<file path="src/rtl/rs_latch_ctrl_if.sv">
// rs_latch_ctrl_if: request/ack handshake and latch drive/feedback bundle
interface rs_latch_ctrl_if;
  logic set_req;
  logic clr_req;
  logic err_clr;
  logic q;
  logic s_n;
  logic r_n;
  logic set_ack;
  logic clr_ack;
  logic busy;
  logic err;
  modport master (output set_req, clr_req, err_clr, q, input s_n, r_n, set_ack, clr_ack, busy, err);
  modport slave (input set_req, clr_req, err_clr, q, output s_n, r_n, set_ack, clr_ack, busy, err);
endinterface

</file>
<file path="src/rtl/rs_latch_ctrl.sv">
// rs_latch_ctrl: round-robin pulse driver for a NAND RS latch with settle and q check
module rs_latch_ctrl #(
  parameter int PULSE_W = 2,
  parameter int SETTLE_W = 1
) (
  input logic clk,
  input logic rst,
  rs_latch_ctrl_if.slave bus
);
  typedef enum logic [1:0] {IDLE, PULSE, SETTLE, CHECK} state_t;
  state_t state, nxt;
  logic [3:0] cnt, cnt_nxt;
  logic set_pend, clr_pend, last_set, cur_set, cur_set_nxt;
  logic grant, grant_set, mismatch;
  // next state: grant opposite of last_grant on contention, count pulse then settle, check once
  always_comb begin
    grant = state == IDLE && (set_pend || clr_pend);
    grant_set = set_pend && (!clr_pend || !last_set);
    nxt = state;
    cnt_nxt = cnt - 4'd1;
    cur_set_nxt = cur_set;
    if (state == IDLE) begin
      cnt_nxt = grant ? 4'(PULSE_W - 1) : cnt;
      nxt = grant ? PULSE : IDLE;
      cur_set_nxt = grant ? grant_set : cur_set;
    end else if (state == PULSE && cnt == 4'd0) begin
      nxt = SETTLE_W == 0 ? CHECK : SETTLE;
      cnt_nxt = 4'(SETTLE_W - 1);
    end else if (state == SETTLE && cnt == 4'd0) begin
      nxt = CHECK;
    end else if (state == CHECK) begin
      nxt = IDLE;
    end
    mismatch = nxt == CHECK && state != CHECK && bus.q != cur_set;
  end
  // state, pending flags and outputs registered from next state so drives never glitch both low
  always_ff @(posedge clk or posedge rst) begin
    if (rst) begin
      state <= IDLE;
      cnt <= 4'd0;
      cur_set <= 1'b0;
      last_set <= 1'b0;
      set_pend <= 1'b0;
      clr_pend <= 1'b0;
      bus.s_n <= 1'b1;
      bus.r_n <= 1'b1;
      bus.set_ack <= 1'b0;
      bus.clr_ack <= 1'b0;
      bus.busy <= 1'b0;
      bus.err <= 1'b0;
    end else begin
      state <= nxt;
      cnt <= cnt_nxt;
      cur_set <= cur_set_nxt;
      if (grant) last_set <= grant_set;
      set_pend <= bus.set_req | (set_pend & ~(grant & grant_set));
      clr_pend <= bus.clr_req | (clr_pend & ~(grant & ~grant_set));
      bus.s_n <= !(nxt == PULSE && cur_set_nxt);
      bus.r_n <= !(nxt == PULSE && !cur_set_nxt);
      bus.set_ack <= nxt == CHECK && cur_set_nxt;
      bus.clr_ack <= nxt == CHECK && !cur_set_nxt;
      bus.busy <= nxt != IDLE;
      bus.err <= mismatch | (bus.err & ~bus.err_clr);
    end
  end
endmodule

</file>
<file path="src/flat_wrapper.sv">
// flat-port wrapper written by rule: the top's interface ports become plain ports
module rs_latch_ctrl_flat 
#(
  parameter int PULSE_W = 2,
  parameter int SETTLE_W = 1
)
  (clk, rst, bus_set_req, bus_clr_req, bus_err_clr, bus_q, bus_s_n, bus_r_n, bus_set_ack, bus_clr_ack, bus_busy, bus_err);
  rs_latch_ctrl_if bus_i ();
  input logic clk;
  input logic rst;
  input wire logic [$bits(bus_i.set_req)-1:0] bus_set_req;
  input wire logic [$bits(bus_i.clr_req)-1:0] bus_clr_req;
  input wire logic [$bits(bus_i.err_clr)-1:0] bus_err_clr;
  input wire logic [$bits(bus_i.q)-1:0] bus_q;
  output wire logic [$bits(bus_i.s_n)-1:0] bus_s_n;
  output wire logic [$bits(bus_i.r_n)-1:0] bus_r_n;
  output wire logic [$bits(bus_i.set_ack)-1:0] bus_set_ack;
  output wire logic [$bits(bus_i.clr_ack)-1:0] bus_clr_ack;
  output wire logic [$bits(bus_i.busy)-1:0] bus_busy;
  output wire logic [$bits(bus_i.err)-1:0] bus_err;
  assign bus_i.set_req = bus_set_req;
  assign bus_i.clr_req = bus_clr_req;
  assign bus_i.err_clr = bus_err_clr;
  assign bus_i.q = bus_q;
  assign bus_s_n = bus_i.s_n;
  assign bus_r_n = bus_i.r_n;
  assign bus_set_ack = bus_i.set_ack;
  assign bus_clr_ack = bus_i.clr_ack;
  assign bus_busy = bus_i.busy;
  assign bus_err = bus_i.err;
  rs_latch_ctrl #(.PULSE_W(PULSE_W), .SETTLE_W(SETTLE_W)) u_core (.clk(clk), .rst(rst), .bus(bus_i));
endmodule
</file>
<file path="config.mk">
export PLATFORM = sky130hd
export DESIGN_NAME = rs_latch_ctrl_flat
export DESIGN_NICKNAME = d
export VERILOG_FILES = /design/src/rtl/rs_latch_ctrl_if.sv /design/src/rtl/rs_latch_ctrl.sv /design/src/flat_wrapper.sv
export SDC_FILE = /design/constraint.sdc
export NUM_CORES = 1
export LEC_CHECK = 0
export ABC_AREA = 1
export CAP_MARGIN = 5
export CORE_AREA = 2 2 46 52
export DETAILED_ROUTE_END_ITERATION = 8
export DIE_AREA = 0 0 48 54
export PLACE_DENSITY_LB_ADDON = 0.25
export SYNTH_ARGS = -nofsm -noshare
export SYNTH_HDL_FRONTEND = slang
export SYNTH_SLANG_ARGS = --single-unit
</file>
<file path="constraint.sdc">
create_clock -name clk -period 1.1 [get_ports clk]
set_input_delay 0.22 -clock clk [delete_from_list [all_inputs] [get_ports clk]]
set_output_delay 0.22 -clock clk [all_outputs]
set_load 0.05 [all_outputs]
</file>
## After elaboration in Yosys (flattened, before gate mapping)

Cells that the tools add are included.

| word-level totals | value |
|---|---|
| input port bits | 6 |
| register bits | 16 |
| word-level logic and storage cells | 63 |

| cells by class | value |
|---|---|
| multiplexer cells | 10 |
| reduce and logical (&&, ||, !) cells | 20 |
| bitwise operators | 12 |
| eq/ne operators | 8 |
| add/subtract/negate cells | 1 |

Operators by type and width:

| cell | count |
|---|---|
| $mux 4 | 3 |
| $logic_and 1x1->1 | 10 |
| $mux 2 | 4 |
| $eq 2x2->1 const B | 3 |
| $and 1x1->1 | 5 |
| $logic_not 1->1 | 5 |
| $eq 2x1->1 const B | 2 |
| $logic_not 4->1 | 1 |
| $not 1->1 | 4 |
| $sub 4x1->4 const B | 1 |
| $mux 1 | 3 |
| $or 1x1->1 | 3 |
| $logic_not 2->1 | 1 |
| $logic_or 1x1->1 | 2 |
| $ne 2x1->1 const B | 1 |
| $ne 2x2->1 const B | 1 |
| $reduce_bool 2->1 | 1 |
| $ne 1x1->1 | 1 |

## Logic depth before layout (Yosys ltp)

| depth | value |
|---|---|
| depth in word-level cells | 9 |
| depth in mapped cells | 7 |

## Worst setup path after synthesis

No wires, ideal clock.

| timing path | value |
|---|---|
| kind | flip-flop to flip-flop |
| from | register u_core.cnt[0] |
| to | register u_core.bus.err |
| library setup time | 0.077 ns |
| stages on the path, launching flop included | 7 |
| setup slack | -0.049 ns |
| arrival | 1.072 ns |
| cell sequence | dfrtp_1 inv_1 ha_1 nand2_1 nor2_1 nand3_1 o21ai_1 |

| between the ends | value |
|---|---|
| longest elaborated chain between the ends | 9 |

Ends and longest elaborated chain:

| element | line | RTL |
|---|---|---|
| start: declaration | rs_latch_ctrl.sv:12 | `logic [3:0] cnt, cnt_nxt;` |
| start signal: assignment | rs_latch_ctrl.sv:53 | `cnt <= cnt_nxt;` |
| $logic_not 4->1 (*) | rs_latch_ctrl.sv:26, rs_latch_ctrl.sv:29 |  |
| $logic_and 1x1->1 | rs_latch_ctrl.sv:29 | `end else if (state == SETTLE && cnt == 4'd0) begin` |
| $mux 2 | rs_latch_ctrl.sv:29 |  |
| $mux 2 (*) | rs_latch_ctrl.sv:26 | `end else if (state == PULSE && cnt == 4'd0) begin` |
| $mux 2 (*) | rs_latch_ctrl.sv:22 | `if (state == IDLE) begin` |
| $eq 2x2->1 (*) | rs_latch_ctrl.sv:34 | `mismatch = nxt == CHECK && state != CHECK && bus.q != cur_set;` |
| $logic_and 1x1->1 (*) (2 in series) | rs_latch_ctrl.sv:34 |  |
| $or 1x1->1 (*) | rs_latch_ctrl.sv:63 | `bus.err <= mismatch \| (bus.err & ~bus.err_clr);` |
| end signal: assignment | rs_latch_ctrl.sv:63 |  |
| end: declaration | rs_latch_ctrl_if.sv:14 | `modport slave (input set_req, clr_req, err_clr, q, output s_n, r_n, set_ack, clr_ack, busy, err);` |

Mark *: on every way between the ends. The rest lies on a longest branch, timed or not.
A chain may end at the register's enable or synchronous reset.

## Worst setup path in the final report

| timing path | value |
|---|---|
| from | register u_core.bus.s_n |
| to | output bus_s_n |

RTL lines:

| element | line | RTL |
|---|---|---|
| start: declaration | rs_latch_ctrl_if.sv:14 |  |
| start signal: assignment | rs_latch_ctrl.sv:58 | `bus.s_n <= !(nxt == PULSE && cur_set_nxt);` |
| end: declaration | flat_wrapper.sv:15 | `output wire logic [$bits(bus_i.s_n)-1:0] bus_s_n;` |

No word-level cell between the ends.

==> impl_metrics.json <==
{
  "outcome": "finished, violations left",
  "violations": "negative setup slack",
  "synth_top_cell_area_share_pct": 50.1,
  "slew_headroom_pct": 80.4,
  "grt_max_degree": 10,
  "leakage_nw": 0.578,
  "peakVddDrop_mv": 1.40,
  "fin_cells": 140,
  "grt_pass1_wl_mm": 2.24,
  "fmax_ghz": 0.842,
  "cpLargestDelayFamily": "flip-flops",
  "antenna_cells": 0,
  "synth_area_um2": 699,
  "cp.arrival_ns": 0.97,
  "synth_warnings": 0,
  "worst_setup_path_start_kind": "flop",
  "ys.flop_type": "dfrtp_1",
  "routed_wl_mm": 1.60,
  "port_buffers": 11,
  "clockRootBuffer": "clkbuf_4",
  "p_sw_mw": 1.60,
  "yosysMostFrequentCell": "nand2_1",
  "synthCells": 81,
  "final-setup-viol-count": 11,
  "pwr-share-comb_pct": 58.3,
  "clock_latency_ns": 0.28,
  "use_met1_pct": 13.8,
  "num_io_pins": 12,
  "period_share_pct": 108,
  "die-width_um": 48,
  "setup_ws_ns": -0.0878,
  "postRouteAntennaNets": 0,
  "crit_type": "reg2out",
  "power_density_nw_per_um2": 3040,
  "dp_hpwl_mm": 1.04,
  "pwr-share-clk_pct": 10.5,
  "die_area_um2": 2590,
  "grt_pass1_vias": 567,
  "register_area_um2": 409,
  "grtUsageMet2_pct": 22.0,
  "tritoncts": "done",
  "place_congestion": 0.808,
  "synthArstFlopShare_pct": 100,
  "h-tree-depth": 1,
  "clock-sinks": 16,
  "p_int_mw": 2.05,
  "cp_cell_sequence": "buf_12",
  "die_h_um": 54,
  "critPathMaxFanout": 1,
  "hold_violations": 0,
  "wl_per_cell_um": 11.4,
  "synth_top_area_cell": "dfrtp_1",
  "antenna_found_initial": 0,
  "grt_setup_unrepaired": "yes",
  "fin_util_pct": 56.1,
  "dp_slack_ns": -0.0881,
  "use_met3_pct": 3.02,
  "synth.avg_cell_area_um2": 8.63,
  "rows": 18,
  "yosys-top-cells-area": "dfrtp_1 (50%), nand2_1 (14%), dfstp_2 (7.5%)",
  "grt_overflow": 0,
  "fill_cells": 190,
  "max_stage_delay_ns": 0.55,
  "grt_usage_pct": 12.7,
  "dr.pass1.iters": 2,
  "ys_seq_area_share_pct": 57.6,
  "hold_ws_ns": 0.250,
  "top_usage_layer": "met2",
  "cap_viol_max_count": 0,
  "vias": 628,
  "viasPerCell": 4.49,
  "drc_errors": 0,
  "ys_ff_latch": 16,
  "clock_skew_ns": 0.00638,
  "seq_power_share_pct": 31.2,
  "layout.nets": 118,
  "crit_path_top_delay_cell": "dfstp_2",
  "worst_ep_required_time_ns": 0.88,
  "worstMarginPinSlew_ns": 0.292,
  "cts_buffer_depth": 2,
  "period_needed_ns": 1.19,
  "multi_input_area_um2": 383,
  "coreArea_um2": 2140,
  "cts_buffers": 3,
  "clk_pin_slew_worst_paths_ns": 0.10,
  "hp-class": "in2async",
  "drtIter0Drc": 2,
  "final_max_slew_viol_count": 0,
  "start_util_pct": 32.7,
  "cp-end-kind": "output port",
  "yosys-top-cells-count": "nand2_1 (27), dfrtp_1 (14), inv_1 (13)",
  "synth.distinct_cells": 19,
  "switching_share_pct": 43.9,
  "drive_above_1_share_pct": 54.5,
  "cts_hold_buf": 0,
  "p_total_mw": 3.65,
  "dp_cells": 131,
  "area_growth_pct": 71.6,
  "synth_edf_count": 0,
  "path_buf_inv": 1,
  "synth_nets": 88
}
## final timing paths
path	from	slack, ns	end	cells past startpoint
min in group clk	bus_clr_req	0.45	u_core.clr_pend$_DFF_PP0_	3
worst min register to register	u_core.last_set$_DFFE_PP0P_	0.55	u_core.last_set$_DFFE_PP0P_	2
worst max register to register	u_core.cnt[0]$_DFFE_PP0P_	-0.05	u_core.bus.busy$_DFF_PP0_	7
worst max-delay path	u_core.bus.s_n$_DFF_PP1_	-0.09	bus_s_n	1
worst min-delay path	rst	0.25	u_core.cnt[0]$_DFFE_PP0P_	3
max in group asynchronous	rst	0.64	u_core.bus.s_n$_DFF_PP1_	3
## flip-flops by register name, indices dropped and copies added (netlist names)
register,count
u_core.bus.busy,1
u_core.bus.set_ack,1
u_core.clr_pend,1
u_core.bus.clr_ack,1
u_core.set_pend,1
u_core.bus.r_n,1
u_core.cur_set,1
u_core.last_set,1
u_core.cnt,4
u_core.state,2
u_core.bus.err,1
u_core.bus.s_n,1
## power by group through the flow
stage               clock, mW  sequential, mW  combinational [mW]
floorplan                   0            1.19               0.757
global placement            0            1.05                1.49
detailed placement          0            1.06                1.52
CTS                     0.396            1.06                1.74
global route            0.420            1.16                2.34
finish                  0.383            1.14                2.13
## cell type report
type	count	area share, %
sequential	16	34.1
multi-input combinational	51	31.9
timing repair buffer	25	23.3
inverter	14	4.59
tap	30	3.13
clock buffer	4	3.02
## per-layer routing
layer  vias to the layer above  wire length [um]
met5                         -                 0
met4                         0                38
met3                         5                63
met2                        16               910
met1                       302               590
li1                        305                 -
## what timing repair did
| item | CTS | global route |
|---|---|---|
| setup endpoints to repair | 10 | 16 |
| cloned | 0 | 0 |
| setup buffers | 1 | 4 |
| hold endpoints to repair | 0 | 0 |
| resized for setup | 14 | 26 |
| pin swaps | 11 | 10 |
## metrics by stage
step	area [um^2]	TNS [ns]
3_5_place_dp	987	-0.378
5_1_grt	1200	-1.17
6_report	1200	-0.410
2_1_floorplan	712	-0.00506
4_1_cts	1080	-0.336
3_3_place_gp	987	-0.105
## cells by family (layout without fill, tap and decap cells)
kind of cell               after synthesis  count (layout)  share of synthesized area (%)
AOI/OAI and AO/OA                        8               8                           7.33
xor gates and xnor gates                 2               2                           2.50
adders and majority gates                1               1                           1.79
buffers and inverters                   14              43                           7.51
DFF                                     16              16                           57.6
and+or+nand+nor                         40              40                           23.3
## cell usage in the layout (no fill, tap or decap), types with 2 or more instances in the layout
cell type and instances:
inv_1 8, o21ai_2 3, nand2_1 22, buf_4 13, buf_12 6, clkbuf_4 3
nor2_4 5, nand2_4 3, dfrtp_2 5, nor2_1 2, nand2_2 3, clkdlybuf4s50_1 5
dfrtp_1 9, dfstp_2 2, inv_2 5
No activity file was read; power rests on OpenSTA's default activity.
